===== src/rtl/rc5_decrypt_core.sv =====
// Iterative RC5-16 decryption core: one full round per clock, software-loaded key table.
// Optional macro RC5_DEC_KEY_LOCK_EN: when defined, key writes are dropped outside IDLE.
//   state | meaning
//   IDLE  | waiting for ciphertext, ct_ready_o high
//   ROUND | one inverse round per cycle, counter runs ROUNDS..1
//   FINAL | remove the S[0]/S[1] whitening
//   DONE  | plaintext held until pt_ready_i
module rc5_decrypt_core #(
    parameter int ROUNDS = 12,
    parameter int KA_W   = $clog2(2*ROUNDS+2)
) (
    input  logic            clk_i,
    input  logic            rst_n_i,
    input  logic            key_we_i,
    input  logic [KA_W-1:0] key_addr_i,
    input  logic [15:0]     key_data_i,
    input  logic            ct_valid_i,
    output logic            ct_ready_o,
    input  logic [31:0]     ct_i,
    output logic            pt_valid_o,
    input  logic            pt_ready_i,
    output logic [31:0]     pt_o,
    output logic            busy_o
);

    localparam int NWORDS = 2*ROUNDS+2;
    localparam logic [KA_W:0] NWORDS_C = (KA_W+1)'(NWORDS);

    typedef enum logic [1:0] {IDLE, ROUND, FINAL, DONE} state_t;

    state_t          state;
    logic [15:0]     a, b;
    logic [7:0]      rnd;
    logic [15:0]     s_tab [NWORDS];
    logic [KA_W-1:0] idx_a, idx_b;
    logic [15:0]     a_n, b_n;
    logic            key_wr_ok;

    // Rotating the doubled word keeps amount 0 an identity without a 16-bit shift.
    function automatic logic [15:0] rotr16(input logic [15:0] x, input logic [3:0] n);
        return 16'({x, x} >> n);
    endfunction

    always_comb begin
        idx_a = KA_W'({rnd, 1'b0});
        idx_b = KA_W'({rnd, 1'b1});
        b_n   = rotr16(b - s_tab[idx_b], a[3:0]) ^ a;
        a_n   = rotr16(a - s_tab[idx_a], b_n[3:0]) ^ b_n;
    end

`ifdef RC5_DEC_KEY_LOCK_EN
    assign key_wr_ok = key_we_i && ({1'b0, key_addr_i} < NWORDS_C) && (state == IDLE);
`else
    assign key_wr_ok = key_we_i && ({1'b0, key_addr_i} < NWORDS_C);
`endif

    always_ff @(posedge clk_i or negedge rst_n_i) begin
        if (!rst_n_i) begin
            for (int n = 0; n < NWORDS; n++) s_tab[n] <= '0;
        end else if (key_wr_ok) begin
            s_tab[key_addr_i] <= key_data_i;
        end
    end

    always_ff @(posedge clk_i or negedge rst_n_i) begin
        if (!rst_n_i) begin
            state      <= IDLE;
            a          <= '0;
            b          <= '0;
            rnd        <= '0;
            ct_ready_o <= 1'b1;
            pt_valid_o <= 1'b0;
            busy_o     <= 1'b0;
            pt_o       <= '0;
        end else begin
            case (state)
                IDLE: begin
                    if (ct_valid_i && ct_ready_o) begin
                        a          <= ct_i[15:0];
                        b          <= ct_i[31:16];
                        rnd        <= 8'(ROUNDS);
                        ct_ready_o <= 1'b0;
                        busy_o     <= 1'b1;
                        state      <= ROUND;
                    end
                end
                ROUND: begin
                    a <= a_n;
                    b <= b_n;
                    if (rnd == 8'd1) state <= FINAL;
                    else             rnd   <= rnd - 8'd1;
                end
                FINAL: begin
                    b          <= b - s_tab[1];
                    a          <= a - s_tab[0];
                    pt_o       <= {b - s_tab[1], a - s_tab[0]};
                    pt_valid_o <= 1'b1;
                    busy_o     <= 1'b0;
                    state      <= DONE;
                end
                DONE: begin
                    // Ready returns together with IDLE, so it is seen the cycle after the handshake.
                    if (pt_ready_i) begin
                        pt_valid_o <= 1'b0;
                        ct_ready_o <= 1'b1;
                        state      <= IDLE;
                    end
                end
                default: state <= IDLE;
            endcase
        end
    end

endmodule


===== config.mk =====
export PLATFORM = sky130hd
export DESIGN_NAME = rc5_decrypt_core
export DESIGN_NICKNAME = d
export VERILOG_FILES = /design/src/rtl/rc5_decrypt_core.sv
export SDC_FILE = /design/constraint.sdc
export NUM_CORES = 1
export LEC_CHECK = 0
export ABC_AREA = 1
export BUFFER_PORTS_ARGS = -buffer_cell sky130_fd_sc_hd__buf_2
export CAP_MARGIN = 20
export CORE_ASPECT_RATIO = 0.9
export CORE_MARGIN = 4
export CORE_UTILIZATION = 40
export DETAILED_ROUTE_END_ITERATION = 6
export GPL_TIMING_DRIVEN = 0
export PLACE_DENSITY = 0.54
export SLEW_MARGIN = 0
export SYNTH_ARGS = -nofsm -noshare
export SYNTH_HDL_FRONTEND = slang
export SYNTH_SLANG_ARGS = --single-unit

===== constraint.sdc =====
create_clock -name clk_i -period 5 [get_ports clk_i]
set_clock_uncertainty 0.1 [all_clocks]
set_input_delay 1.5 -clock clk_i [delete_from_list [all_inputs] [get_ports clk_i]]
set_output_delay 1.5 -clock clk_i [all_outputs]
set_load 0.02 [all_outputs]

==> results.yml, run 1 <==
floorplan:
  core_area_mm2: 0.0672
  die_w_um: 283
  row_count: 90
  die_h_um: 255
  io_pins: 93
  dieArea_mm2: 0.0722
  initial_core_util_pct: 40.4
sta:
  slew_headroom_pct: 33.2
  whs_ns: 0.375
  rsz0062_at_grt: "yes"
  setup_violations: 0
  period_share_pct: 100
  hold_viol: 0
  setup_ws_ns: 0.000975
  fmax_mhz: 200
  worstMarginPinSlew_ns: 1.00
  fin_crit_ns: 5.00
  drv_slew: 0
worst_setup_path:
  cp-end-kind: "flop"
  critPathKind: "flop to flop"
  reg2reg_from: "rnd[0]"
  crit_fanout: 7
  rrSetupSlack_ns: 0.001
  required_ns: 5.45
  worstPathArrival_ns: 5.45
  cpPeakStageDelay_ns: 0.57
  startpoint_type: "flop"
  cp_slowest_cell: "dfrtp_2"
  timing.rr.end: "a[4]"
  crit_path_frequent_cell: "nand2_2"
  worstRegToRegCells: 32
global_routing:
  grt_pass1_wl_mm: 167
  grt_pass1_vias: 25700
  grt_usage_pct: 30.6
  grt_antenna_before_repair: 4
  grt.overflow.total: 0
  grt_max_degree: 118
cts:
  cts_buffers: 56
  clk_pin_slew_ns: 0.07
  cts_root_buf: "clkbuf_16"
  clockBufferDepth: 3
  tritoncts: "built"
  clkLatencyLatePin_ns: 0.65
  cts.htree.levels: 2
  cts_num_sinks: 493
logic_synthesis:
  synth-edff-count: 0
  synth_cell_types: 50
  netlist_area_mm2: 0.0272
  yosys_warnings: 0
  synthesis.nets: 3741
  yosysSeqAreaShare_pct: 45.4
  syn_inst: 3611
  async_flop_share_pct: 100
  synth_ff_type: "dfrtp_1"
  synth.avg_cell_area_um2: 7.53
  ys_seq_elements: 493
routing:
  drc: 0
  ant_nets: 0
  dr.pass1.iters: 6
  wl_mm: 115
  wl_per_cell_um: 24.0
  via_per_inst: 5.72
  drt_iter0_markers: 2805
  num_vias: 27400
hold_path:
  min_path_cells: 2
  hp-class: "flop to flop"
  min_to: "pt_o[20]"
  hp-start: "pt_o[20]"
final_layout:
  syn2layout_area_growth_pct: 24.7
  fillers: 6738
  final_util_pct: 50.4
  layout_common_cells: "nand2_1 (848), o21ai_0 (672), dfrtp_1 (490), nor2_1 (283), inv_1 (185)"
  layout_commonest_cell: "nand2_1"
  drive_gt1_share_pct: 18.6
  layout.nets: 3992
placement:
  place_ws_ns: -2.49
  gp_congestion: 0.954
  portBuffers: 91
  dp_hpwl_mm: 84.3
run:
  maxCapViolations: 0
outcome:
  status: "finished clean"
-- synthesized netlist by cell type (9+ instances only) --
master / count / area [um2]
a21o_1: 11 / 82.6
a21oi_1: 187 / 936
buf_1: 19 / 71.3
buf_2: 14 / 70.1
clkbuf_1: 199 / 747
dfrtp_1: 492 / 12300
ha_1: 68 / 851
inv_1: 193 / 724
nand2_1: 901 / 3380
nand2_2: 13 / 81.3
nand3_1: 238 / 1190
nand3_2: 17 / 170
nand4_1: 15 / 93.8
nor2_1: 302 / 1130
nor3_1: 14 / 70.1
o21ai_0: 709 / 3550
o21bai_1: 9 / 67.6
o22ai_1: 65 / 407
o31ai_1: 29 / 218
xor2_1: 20 / 175
-- area by class of cell --
type	instances	area [um2]	area share, %
Buffer	234	1410	4.15
Tap cell	874	1090	3.23
Multi-Input combinational cell	2672	14800	43.7
Clock buffer	74	1560	4.60
Sequential cell	493	12300	36.4
Timing Repair inverter	1	7.51	0.0222
Clock inverter	30	277	0.816
Timing Repair Buffer	200	1600	4.72
Antenna cell	4	10.0	0.0295
Inverter	204	795	2.34
-- flip-flops by register name (all words and copies together), names as in the netlist --
| name | count |
|---|---|
| pt_valid_o | 1 |
| b | 16 |
| state | 2 |
| s_tab | 416 |
| ct_ready_o | 1 |
| a | 16 |
| pt_o | 32 |
| rnd | 8 |
| busy_o | 1 |
-- through the flow --
step | TNS (ns) | cell area (um2) | std cells
2_1_floorplan | 0 | 27200 | 3611
3_3_place_gp | -4156.06 | 28700 | 4576
3_5_place_dp | -67.28 | 28900 | 4582
4_1_cts | 0 | 32100 | 4731
5_1_grt | -1.67 | 33900 | 4782
6_report | 0 | 33900 | 4786
-- per-layer routing --
layer / track usage (%) / vias to the layer above / part of all wire (%)
met5: 0 / - / 0
met3: 5.15 / 266 / 8.5
met1: 42.8 / 13300 / 42
met4: 11.5 / 0 / 4.9
met2: 47.5 / 1160 / 44
li1: - / 12600 / -
-- what timing repair did --
item                       CTS  global route
setup buffers               45            45
resized for setup          255           337
hold buffers                 0             0
setup endpoints to repair   32            29
gates cloned                 6             8
pin swaps                   33            99
-- cell families after synthesis --
family | count (synthesis) | synth area share [%]
DFF | 493 | 45.4
and+or+nand+nor | 1525 | 23.4
adders and majority gates | 72 | 3.42
AOI/OAI and AO/OA | 1050 | 20.5
buffers and inverters | 446 | 6.44
xor gates and xnor gates | 25 | 0.806
-- worst max path at each step --
stage | cells past startpoint | start | slack (ns) | end
3_3_place_gp | 1 | rst_n_i | -8.35 | s_tab[120]
6_report | 32 | rnd[0] | 0.001 | a[4]
4_1_cts | 37 | rnd[0] | 0.003 | a[15]
3_5_place_dp | 29 | rnd[0] | -2.49 | b[9]
2_1_floorplan | 32 | rnd[0] | 0.39 | a[9]
5_1_grt | 33 | rnd[0] | -0.14 | a[4]
-- critical path, delay by kind of cell (launching register included) --
| kind | cells | cell delay, ns |
|---|---|---|
| flip-flops | 1 | 0.57 |
| AO/OA/AOI/OAI | 7 | 1.11 |
| buffers and inverters | 9 | 1.22 |
| adder cells (fa/ha/maj) | 2 | 0.59 |
| AND/OR/NAND/NOR | 13 | 1.10 |
| XOR/XNOR | 1 | 0.17 |
Power of run 1 is left out: the tool's default activity adds up to more than one toggle a clock period on the data nets, which glitch-free logic cannot reach.
==> inputs of run 2 (changes only) <==
--- a/config.mk
+++ b/config.mk
@@ -5,7 +5,7 @@
 export SDC_FILE = /design/constraint.sdc
 export NUM_CORES = 1
 export LEC_CHECK = 0
-export ABC_AREA = 1
+export ABC_AREA = 0
 export BUFFER_PORTS_ARGS = -buffer_cell sky130_fd_sc_hd__buf_2
 export CAP_MARGIN = 20
 export CORE_ASPECT_RATIO = 0.9
==> run 2 against run 1 <==
The flow now finishes with violations (setup timing). First-iteration DRC count fell by 43%. Worst hold slack improved by 0.023 ns. Critical path depth fell by 8. Synthesized cell count fell by 32%. Design area rose by 2.5%. Worst setup slack got worse by 1.1 ns. Critical endpoint is now a[1]. Largest cell class unchanged.
==> results.yml, run 2 <==
outcome:
  status: "finished with violations"
  violations: "setup timing"
routing:
  drt_iter0_markers: 1608
  drc: 0
  num_vias: 22000
  wl_per_cell_um: 27.5
  dr.pass1.iters: 5
  ant_nets: 0
  wl_mm: 102
  via_per_inst: 5.93
floorplan:
  io_pins: 93
  initial_core_util_pct: 40.3
  die_h_um: 260
  dieArea_mm2: 0.0749
  core_area_mm2: 0.0700
  die_w_um: 288
  row_count: 92
logic_synthesis:
  netlist.area_leader.share_pct: 43.6
  synth_cell_types: 84
  ys_seq_elements: 493
  synth_ff_type: "dfrtp_1"
  syn_inst: 2468
  synth_xor_area_share_pct: 2.38
  synthMuxAreaShare_pct: 27.1
  synthesis.nets: 2598
  synth.most_common_cell: "dfrtp_1"
  synth-edff-count: 0
  yosys_warnings: 0
  synthSimpleGateAreaFrac_pct: 8.23
  async_flop_share_pct: 100
  synth_top_family_by_area: "multiplexers"
  synth.top_cells.by_count: "dfrtp_1 (492), mux2_2 (431), nand2_1 (216), clkbuf_1 (129), o21ai_0 (117)"
  yosys.area.top_type: "dfrtp_1"
  synth_compound_gate_area_share_pct: 11.7
  synthAdderAreaFrac_pct: 3.30
  synth_area_leaders: "dfrtp_1 (44%), mux2_2 (17%), mux4_2 (8.3%)"
  yosysSeqAreaShare_pct: 43.7
  synth.avg_cell_area_um2: 11.4
  netlist_area_mm2: 0.0282
sta:
  setup_violations: 32
  period_share_pct: 123
  setup_ws_ns: -1.14
  fmax_mhz: 163
  fin_crit_ns: 6.14
  tns_ns: -23.73
  drv_slew: 0
  hold_viol: 0
  worstMarginPinSlew_ns: 1.04
  rsz0062_at_grt: "yes"
  slew_headroom_pct: 30.7
worst_setup_path:
  startpoint: "rnd[0]"
  crit_fanout: 6
  startpoint_type: "flop"
  reg2reg_from: "rnd[0]"
  cp-end-kind: "flop"
  required_ns: 5.41
  worstPathArrival_ns: 6.55
  critPathKind: "flop to flop"
hold_path:
  hp-class: "flop to flop"
  hp-start: "s_tab[218]"
final_layout:
  syn2layout_area_growth_pct: 23.1
  antenna_cells: 0
  top_regs: "s_tab x416, pt_o x32"
  layout_common_cells: "dfrtp_1 (492), mux2_2 (426), nand2_1 (210), clkbuf_1 (125), mux4_2 (104)"
  drive_gt1_share_pct: 41.2
  layout.nets: 2845
  top_register: "s_tab"
  largest_reg_flops: 416
  layout_commonest_cell: "dfrtp_1"
  postLayoutCellArea_mm2: 0.0348
global_routing:
  grt_pass1_wl_mm: 151
  grt.overflow.total: 0
  grt_usage_pct: 27.0
  grt_antenna_before_repair: 2
  grt_max_degree: 126
  grt_pass1_vias: 22300
cts:
  clockBufferDepth: 3
  clkLatencyLatePin_ns: 0.65
  tritoncts: "built"
  cts_hold_buf: 0
  clk_pin_slew_ns: 0.07
  cts_root_buf: "clkbuf_16"
  cts_buffers: 54
  cts.htree.levels: 2
  cts_num_sinks: 493
placement:
  place_ws_ns: -3.22
  place_area_mm2: 0.0302
  gp_congestion: 0.930
  portBuffers: 90
  dp_hpwl_mm: 76.6
run:
  maxCapViolations: 0
-- run 2: cell count changes in the layout (fill, tap and decap cells not counted), moves of 36 or more --
cell,delta
a21oi_1,-91
nand2_2,-52
nand3_1,-112
inv_1,-92
o22ai_1,-36
mux4_2,+104
o21ai_0,-599
mux2_2,+426
nor2_1,-201
nand3_2,-96
nand2_1,-638
-- run 2: logic make-up (layout without fill, tap and decap cells) --
kind of cell             Yosys count  after routing
multiplexers                     579            579
AND/OR/NAND/NOR                  500            500
flip-flops                       493            493
AO/OA/AOI/OAI                    485            485
buffers and inverters            263            555
XOR/XNOR                          76             76
adder cells (fa/ha/maj)           72             72
-- run 2: per-stage QoR --
| stage | hold WS, ns | std cells | util (%) |
|---|---|---|---|
| 2_1_floorplan | 0.374 | 2468 | - |
| 3_3_place_gp | 0.381 | 3498 | 42.9 |
| 3_5_place_dp | 0.387 | 3503 | 43.1 |
| 4_1_cts | 0.400 | 3669 | 48.7 |
| 5_1_grt | 0.403 | 3700 | 49.7 |
| 6_report | 0.398 | 3700 | 49.7 |
-- run 2: layer usage --
| metal | share of wire (%) | up-vias | global-route usage [%] |
|---|---|---|---|
| li1 | - | 9617 | - |
| met1 | 44 | 11500 | 37.1 |
| met2 | 48 | 671 | 43.9 |
| met3 | 4.9 | 159 | 3.50 |
| met4 | 3.9 | 2 | 9.54 |
| met5 | 0.0098 | - | 0 |
-- run 2: critical path, stage by stage, from the launching register on --
cell and delay (ns):
dfrtp_1 0.41, buf_12 0.15, clkbuf_16 0.20, buf_16 0.15, buf_4 0.13, mux4_2 0.38, a221oi_1 0.10, a31oi_2 0.35
ha_1 0.24, inv_1 0.07, fa_1 0.42, a21o_1 0.21, a221oi_2 0.41, or2_2 0.21, a32oi_1 0.17, xnor2_2 0.29
o31ai_1 0.15, o22ai_1 0.28, a31oi_1 0.09, nor3_2 0.45, mux2i_2 0.19, mux2i_1 0.27, mux2i_4 0.13, xnor2_1 0.14
o41ai_1 0.32
-- run 2: final timing paths --
path,endpoint,cells after the start,slack (ns)
max in group asynchronous,s_tab[224],4,2.14
hold / removal,s_tab[218],1,0.40
hold reg to reg,s_tab[218],1,0.40
setup reg to reg,a[1],24,-1.14
min in group asynchronous,a[11],1,0.67
setup / recovery,a[1],24,-1.14
-- run 2: timing repair --
item	CTS	global route
pin swaps	60	63
setup buffers	63	32
endpoints found under the setup margin	35	36
cloned	3	0
resized for setup	341	94
-- run 2: final cells by class --
| type | count | area (um2) |
|---|---|---|
| buffer | 163 | 918 |
| fill | 6343 | 35200 |
| multi-input combinational | 1712 | 16600 |
| inverter | 99 | 372 |
| tap | 940 | 1180 |
| sequential | 493 | 12300 |
| clock inverter | 27 | 327 |
| timing repair buffer | 192 | 1480 |
| clock buffer | 74 | 1520 |
Power of run 2 is left out for the same reason.
